--- config.mk ---
export PLATFORM = sky130hd
export DESIGN_NAME = axil_wr_arb
export DESIGN_NICKNAME = d
export VERILOG_FILES = /design/src/rtl/axil_wr_arb.sv
export SDC_FILE = /design/constraint.sdc
export NUM_CORES = 1
export LEC_CHECK = 0
export ABC_CLOCK_PERIOD_IN_PS = 1860
export CORE_AREA = 2 2 90 92
export CTS_CLUSTER_DIAMETER = 60
export CTS_CLUSTER_SIZE = 24
export DETAILED_ROUTE_END_ITERATION = 16
export DIE_AREA = 0 0 92 94
export PLACE_DENSITY_LB_ADDON = 0.2
export SLEW_MARGIN = 20
export SYNTH_ARGS = -nofsm -noshare
export SYNTH_HDL_FRONTEND = slang
export SYNTH_SLANG_ARGS = --single-unit
--- constraint.sdc ---
create_clock -name clk -period 1.86 [get_ports clk]
set_clock_uncertainty 0.1 [all_clocks]
set_input_delay 0.558 -clock clk [delete_from_list [all_inputs] [get_ports clk]]
set_output_delay 0.558 -clock clk [all_outputs]
set_load 0.03 [all_outputs]
--- src/rtl/axil_wr_arb.sv ---
// rtl/axil_wr_arb.sv - two-master round-robin AXI-lite write-channel arbiter
// One transaction outstanding; AW/W forwarded together, B routed back to the granted master.
module axil_wr_arb #(
    parameter int DATA_WIDTH = 32,
    parameter int ADDR_WIDTH = 32,
    parameter int STRB_WIDTH = DATA_WIDTH / 8
) (
    input  logic                    clk,
    input  logic                    rst,
    input  logic [2*ADDR_WIDTH-1:0] s_awaddr,
    input  logic [1:0]              s_awvalid,
    output logic [1:0]              s_awready,
    input  logic [2*DATA_WIDTH-1:0] s_wdata,
    input  logic [2*STRB_WIDTH-1:0] s_wstrb,
    input  logic [1:0]              s_wvalid,
    output logic [1:0]              s_wready,
    output logic [3:0]              s_bresp,
    output logic [1:0]              s_bvalid,
    input  logic [1:0]              s_bready,
    output logic [ADDR_WIDTH-1:0]   m_awaddr,
    output logic                    m_awvalid,
    input  logic                    m_awready,
    output logic [DATA_WIDTH-1:0]   m_wdata,
    output logic [STRB_WIDTH-1:0]   m_wstrb,
    output logic                    m_wvalid,
    input  logic                    m_wready,
    input  logic [1:0]              m_bresp,
    input  logic                    m_bvalid,
    output logic                    m_bready
);

    typedef enum logic [1:0] {
        IDLE = 2'd0,
        XFER = 2'd1,
        RESP = 2'd2
    } state_t;

    state_t     state, state_nxt;
    logic       g, g_nxt;
    logic       last_grant, last_grant_nxt;
    logic       aw_done, aw_done_nxt;
    logic       w_done, w_done_nxt;
    logic       aw_hs, w_hs;
    logic [1:0] req;

    // A master is eligible only when it presents both AW and W.
    assign req = s_awvalid & s_wvalid;

    assign m_awaddr = g ? s_awaddr[2*ADDR_WIDTH-1:ADDR_WIDTH] : s_awaddr[ADDR_WIDTH-1:0];
    assign m_wdata  = g ? s_wdata[2*DATA_WIDTH-1:DATA_WIDTH]  : s_wdata[DATA_WIDTH-1:0];
    assign m_wstrb  = g ? s_wstrb[2*STRB_WIDTH-1:STRB_WIDTH]  : s_wstrb[STRB_WIDTH-1:0];
    assign s_bresp  = {2{m_bresp}};

    always_ff @(posedge clk) begin
        if (rst) begin
            state      <= IDLE;
            g          <= 1'b0;
            last_grant <= 1'b1;
            aw_done    <= 1'b0;
            w_done     <= 1'b0;
        end else begin
            state      <= state_nxt;
            g          <= g_nxt;
            last_grant <= last_grant_nxt;
            aw_done    <= aw_done_nxt;
            w_done     <= w_done_nxt;
        end
    end

    always_comb begin
        state_nxt      = state;
        g_nxt          = g;
        last_grant_nxt = last_grant;
        aw_done_nxt    = aw_done;
        w_done_nxt     = w_done;
        aw_hs          = 1'b0;
        w_hs           = 1'b0;
        m_awvalid      = 1'b0;
        m_wvalid       = 1'b0;
        m_bready       = 1'b0;
        s_awready      = 2'b00;
        s_wready       = 2'b00;
        s_bvalid       = 2'b00;
        case (state)
            IDLE: begin
                if (req != 2'b00) begin
                    g_nxt     = (req == 2'b11) ? ~last_grant : req[1];
                    state_nxt = XFER;
                end
            end
            XFER: begin
                m_awvalid    = s_awvalid[g] & ~aw_done;
                m_wvalid     = s_wvalid[g] & ~w_done;
                s_awready[g] = m_awready & ~aw_done;
                s_wready[g]  = m_wready & ~w_done;
                aw_hs        = m_awvalid & m_awready;
                w_hs         = m_wvalid & m_wready;
                // AW and W may complete in either order or together.
                if ((aw_done | aw_hs) & (w_done | w_hs)) begin
                    state_nxt   = RESP;
                    aw_done_nxt = 1'b0;
                    w_done_nxt  = 1'b0;
                end else begin
                    aw_done_nxt = aw_done | aw_hs;
                    w_done_nxt  = w_done | w_hs;
                end
            end
            RESP: begin
                s_bvalid[g] = m_bvalid;
                m_bready    = s_bready[g];
                if (m_bvalid & m_bready) begin
                    last_grant_nxt = g;
                    state_nxt      = IDLE;
                end
            end
            default: state_nxt = IDLE;
        endcase
    end

endmodule

==> results.md, run 1 <==
* Core outline area at around 7600 um2
* Clk pwr share at 11.9%
* # DRC at 0
* Total CTS buffers at 3
* Aggregate routed wire length at a little over 8 mm
* Syn Nets at 279
* I/O Pins at 230
* Part of the cycle the worst path needs at 113.3%
* Cell row count at 32
* Final Cell Area at 4696 um2
* Leak at ~2.4 nW
* Hold Path Origin: last_grant
* Final hold vios at 0
* WHS Endpoint: last_grant
* Die H at about 94 um
* Hpwl dp at 5.496 mm
* CTS Sinks at 6
* Vias in the first global route at between 2,000 and 2,500
* GRT Total Usage at around 16%
* Primary FF master, synth: dfxtp_1
* Switch share at between 30 and 40%
* Final critical-path required period at 2.107 ns
* RePlAce Congestion at 0.7332
* Unrepaired setup endpoints after global routing: true
* Clock-pin slew on the worst setup and hold paths at roughly 0.04 ns
* Yosys top cell by area: mux2_2
* Reg2reg end: state[1]
* Status: complete, but fails checks
* Max-slew violations at 0
* Setup_tns at -12.48 ns
* Worst-Skew Late Latency at 0.23 ns
* Top-count cell post-synth: mux2_2
* Synth-to-Final Area Change at 274.9%
* Yosys reg bits at 6
* Via Count at between 2,000 and 2,500
* Layout cells sized above 1 at 55.01%
* R2r worst-path depth at 9
* Mean Syn Cell Area at between 9 and 10 um2
* CP Launch Type: flip-flop
* H-tree levels at 1
* Fmax at approximately 470 MHz
* Final setup viols at 77
* Worst ir drop on vdd at between 0.15 and 0.2 mV
* Hold path depth at 2
* Synth top cells by count: mux2_2, dfxtp_1
* FF-to-FF Start: g
* Post-Place Worst Slack at -0.8532 ns
* Gr ovfl total at 0
* Worst Setup End Kind: output pin
* CP Data Arrival Time at about 1.5 ns
* Top post-synthesis cells by area: mux2_2, dfxtp_1, buf_4
* Die area at about 8600 um2
* Final WS setup at -0.2474 ns
* Mapped Cells at 130
* DIE WIDTH at 92 um
* Initial Util at ~16%
* Sequential share of power at 8.2%
* CP max FO at 6
* CTS Hold Bufs at 0
* Drt first pass iters at 4
* Routed Antenna Nets at 0
* Initial antenna violation count at 0
* Number of fillers in the final layout at slightly below 600
* Fin nets at ~540
* Hold WC Path Type: flip-flop to flip-flop
* PwrDens at approximately 380 nW/um2
* Wire per inst at about 16 um
* CP Class: flip-flop to output pin
* Power, Total at ~1.8 mW
* Hold WS at 0.4617 ns
* Max-Cap Viols at 0
* Internal at ~1.1 mW
* Distinct cells, synth at 30
* Worst EP required at about 1.2 ns
* Combinational power share at approximately four fifths
* First-pass GRT wire length at between 10 and 15 mm
* Post-synth ARST share at 0%
* Synth Warn # at 0
* Ant. Diodes at 0
* Failing checks: negative setup slack
* P_sw at 0.6578 mW
* CTS tree: built
* Synth Cell Area at 1252 um2
* 1st-iter DRT viols at 42
* Reg-to-reg slack, setup at ~0.090 ns
* Worst slew pin tran at around 0.33 ns
* CTS Buffer Depth at 2
* Slew HR at 78.33%
* Largest net degree at the start of global routing at 24
* Drt via density at 4.371
* Yosys top cell area share at a little over 60%
* Port Buffers at 223
* Placed cell area at between 3000 and 4000 um2
* Register area share after synthesis at 9.590%
* Post-synth EDFFs at 0
* Root Buffer: clkbuf_8
## worst max path at each step
stage / startpoint / slack, ns / to
4_1_cts: g / -0.27 / m_awaddr[13]
5_1_grt: g / -0.29 / m_awaddr[7]
3_5_place_dp: s_awvalid[0] / -0.85 / m_awvalid
2_1_floorplan: g / -0.16 / s_awready[0]
6_report: g / -0.25 / m_awaddr[7]
3_3_place_gp: s_awvalid[1] / -0.85 / m_awvalid
## cell families (layout without fill, tap and decap cells)
kind of cell	after synthesis	count (layout)	synth area share, %
buffers and inverters	15	274	6.693
AOI/OAI and AO/OA	15	15	9.291
and+or+nand+nor	23	23	10.39
muxes	71	71	64.04
DFF	6	6	9.591
## per-layer routing
metal	wire, um	share of wire [%]	up-vias	GRT usage, %
met1	2776	34	989	15.59
met5	0	0	-	0
li1	-	-	1014	-
met2	4495	56	139	34.25
met3	761	9.4	4	5.297
met4	44	0.54	0	2.861
## state kept, by name, summed over array words and instances, names as in the netlist
register and flops:
last_grant 1, aw_done 1, g 1, w_done 1, state 2
## through the flow
stage | cells | utilization, %
3_3_place_gp | 463 | 47.25
6_report | 491 | 61.73
5_1_grt | 491 | 61.73
3_5_place_dp | 463 | 47.25
4_1_cts | 489 | 58.34
2_1_floorplan | 130 | -
## cells in the final DEF, fill, tap and decap left out, types with 3 or more instances in the layout
master and n:
clkdlybuf4s50_1 62, buf_6 80, dlymetal6s2s_1 36, mux2_4 69
buf_16 4, a31oi_1 3, buf_8 3, a21oi_1 4
buf_12 10, buf_4 22, clkbuf_16 3, dlygate4sd2_1 46
clkbuf_8 3, dfxtp_1 4
## final cells by class
type	count	area [um2]	area share, %
timing repair buffer	268	2990	63.68
sequential	6	125.1	2.665
clock buffer	4	45.04	0.9592
tap	102	127.6	2.718
inverter	2	7.507	0.1599
multi-input combinational	109	1400	29.82
## critical path: stages (launching register included)
cell and delay (ns):
dfxtp_4 0.36, buf_12 0.15, buf_12 0.14, buf_16 0.14, mux2_4 0.30, buf_6 0.14
## power groups by stage
stage | clock, mW | combinational (mW) | sequential [mW]
floorplan | 0 | 0.537 | 0.147
global placement | 0 | 1.11 | 0.146
detailed placement | 0 | 1.11 | 0.146
CTS | 0.216 | 1.39 | 0.145
global route | 0.226 | 1.49 | 0.148
finish | 0.211 | 1.42 | 0.147
## timing repair
action,4_1_cts,5_1_grt
setup endpoints to repair,78,78
endpoints found under the hold margin,0,0
pin swaps,3,8
gates resized for setup,204,78
setup buffers,17,6
gates cloned,6,3
Note: power is estimated with default switching activity, not from simulation.
==> inputs of run 2 (changes only) <==
--- a/config.mk
+++ b/config.mk
@@ -12,6 +12,7 @@
 export DETAILED_ROUTE_END_ITERATION = 16
 export DIE_AREA = 0 0 92 94
 export PLACE_DENSITY_LB_ADDON = 0.2
+export SETUP_SLACK_MARGIN = 0.15
 export SLEW_MARGIN = 20
 export SYNTH_ARGS = -nofsm -noshare
 export SYNTH_HDL_FRONTEND = slang
==> results.md, run 2 (same netlist as run 1, synthesis figures left out) <==
* Synth-to-Final Area Change at 262.4% (was 274.9%)
* Ant. Diodes at 0 (unchanged)
* Root Buffer: clkbuf_8 (unchanged)
* Status: complete, but fails checks (unchanged)
* CTS Buffer Depth at 2 (unchanged)
* Max-slew violations at 0 (unchanged)
* Gr busiest metal: met2 (unchanged)
* Fmax at 473.3 MHz (was 474.5 MHz)
* Final setup viols at 76 (was 77)
* R2r worst-path depth at 8 (was 9)
* Drt first pass iters at 4 (unchanged)
* CTS Sinks at 6 (unchanged)
* Hold WS at 0.3653 ns (was 0.4617 ns)
* H-tree levels at 1 (unchanged)
* Worst EP required at 1.20 ns (about the same)
* Hold Path Origin: state[1] (was last_grant)
* RePlAce Congestion at 0.7446 (was 0.7332)
* Met3 usage at 4.414% (was 5.297%)
* Initial antenna violation count at 0 (unchanged)
* Hold WC Path Type: flip-flop to flip-flop (unchanged)
* First-pass GRT wire length at 11.93 mm (was 11.23 mm)
* Gr ovfl total at 0 (unchanged)
* Max-Cap Viols at 0 (unchanged)
* CP max FO at 4 (was 6)
* DIE WIDTH at 92 um (unchanged)
* Core outline area at 7607 um2 (unchanged)
* Port Buffers at 223 (unchanged)
* Power, Total at 1.743 mW (was 1.782 mW)
* I/O Pins at 230 (unchanged)
* Final WS setup at -0.2530 ns (was -0.2474 ns)
* Via Count at 2,113 (was 2,146)
* # DRC at 0 (unchanged)
* Total CTS buffers at 3 (unchanged)
* CP Launch Type: flip-flop (unchanged)
* Final hold vios at 0 (unchanged)
* Worst slew pin tran at 0.3415 ns (was 0.3251 ns)
* CTS tree: built (unchanged)
* Unrepaired setup endpoints after global routing: true (unchanged)
* Final critical-path required period at 2.113 ns (was 2.107 ns)
* WP buf/inv at 3 (was 4)
* PwrDens at 384.1 nW/um2 (was 379.6 nW/um2)
* Part of the cycle the worst path needs at 113.6% (was 113.3%)
* Largest Register: state (unchanged)
* Reg-to-reg slack, setup at 0 ns (was 0.09 ns)
* 1st-iter DRT viols at 14 (was 42)
* CP Class: flip-flop to output pin (unchanged)
* Met1 usage at 20.09% (was 15.59%)
* CP delay by family, top: buffers and inverters (unchanged)
* Largest register FFs at 2 (unchanged)
* CP most frequent cell: buf_8 (was buf_12)
* Worst-Skew Late Latency at 0.22 ns (was 0.23 ns)
* Clock-pin slew on the worst setup and hold paths at 0.04 ns (about the same)
* Worst Setup End Kind: output pin (unchanged)
* CTS Hold Bufs at 0 (unchanged)
* FF-to-FF Start: g (unchanged)
* Drt via density at 4.269 (was 4.371)
* Die area at 8648 um2 (unchanged)
* Hpwl dp at 6.930 mm (was 5.496 mm)
* GRT Total Usage at 17.62% (was 16.43%)
* Routed Antenna Nets at 0 (unchanged)
* Commonest non-fill, non-tap cell in the layout: dlygate4sd2_1 (was buf_6)
* Failing checks: negative setup slack (unchanged)
* Aggregate routed wire length at 8.541 mm (was 8.077 mm)
* Hold path depth at 1 (was 2)
* Die H at 94 um (unchanged)
* Met2 GRT Util at 33.52% (was 34.25%)
* Wire per inst at 17.25 um (was 16.45 um)
* Slowest stage delay, CP at 0.36 ns (about the same)
* WHS Endpoint: state[0] (was last_grant)
* Reg2reg end: state[0] (was state[1])
* Worst ir drop on vdd at 0.5659 mV (was 0.1788 mV)
* Leak at 2.313 nW (was 2.418 nW)
* Initial Util at 16.46% (unchanged)
* Critical path, cell by cell: buf_8 -> buf_8 -> mux2_4 -> and3_4 -> buf_6 (was buf_12 -> buf_12 -> buf_16 -> mux2_4 -> buf_6)
* Fin nets at 543 (was 539)
* Layout cells sized above 1 at 55.98% (was 55.01%)
* Most frequent cells in the layout: dlygate4sd2_1, buf_6, mux2_4, clkdlybuf4s50_1, buf_4 (was buf_6, mux2_4, clkdlybuf4s50_1, dlygate4sd2_1, dlymetal6s2s_1)
* CP max-delay cell: dfxtp_4 (unchanged)
* Largest net degree at the start of global routing at 18 (was 24)
* Cell row count at 32 (unchanged)
* Slew HR at 77.20% (was 78.33%)
* Vias in the first global route at 2,152 (was 2,290)
* CP Data Arrival Time at 1.46 ns (was 1.45 ns)
run 2: repair_timing:
action | in CTS | in global routing
pin swaps | 7 | 4
cloned | 2 | 3
endpoints found under the setup margin | 81 | 81
gates resized for setup | 332 | 31
setup buffers | 15 | 4
run 2: stage by stage:
stage	worst slack [ns]	util (%)	TNS, ns	cells	instance area (um2)
after floorplan	0.03707	-	0	130	1475
after global placement	-0.6338	50.25	-24.65	467	3822
after detailed placement	-0.6339	50.25	-25.13	467	3822
after CTS	-0.2688	57.11	-11.94	488	4344
after global routing	-0.3036	59.67	-14.57	495	4539
final	-0.2530	59.67	-11.36	495	4539
run 2: cell type report:
class	count	area [um2]
Clock buffer	4	45.04
Fill cell	656	3068
Inverter	2	7.507
Multi-Input combinational cell	109	1375
Sequential cell	6	126.4
Tap cell	102	127.6
Timing Repair Buffer	272	2858
run 2: how the worst max path moves through the flow:
stage	startpoint	endpoint	slack, ns	depth (start not counted)
after floorplan	g	s_awready[0]	0.04	4
after global routing	g	m_awvalid	-0.30	5
after detailed placement	s_wdata[12]	m_wdata[12]	-0.63	3
after global placement	s_wdata[13]	m_wdata[13]	-0.63	3
final	g	m_awvalid	-0.25	5
after CTS	g	m_awvalid	-0.27	5
run 2: per-layer routing:
layer,wire (um),part of all wire [%]
met4,89,1.0
met2,4757,56
met3,625,7.3
met5,0,0
met1,3068,36
run 2: power by group:
group          internal, mW  leakage (nW)  switching, mW
clock                 0.148        0.0228         0.0595
sequential            0.138        0.0505         0.0117
combinational         0.807          2.24          0.580
total                  1.09          2.31          0.651
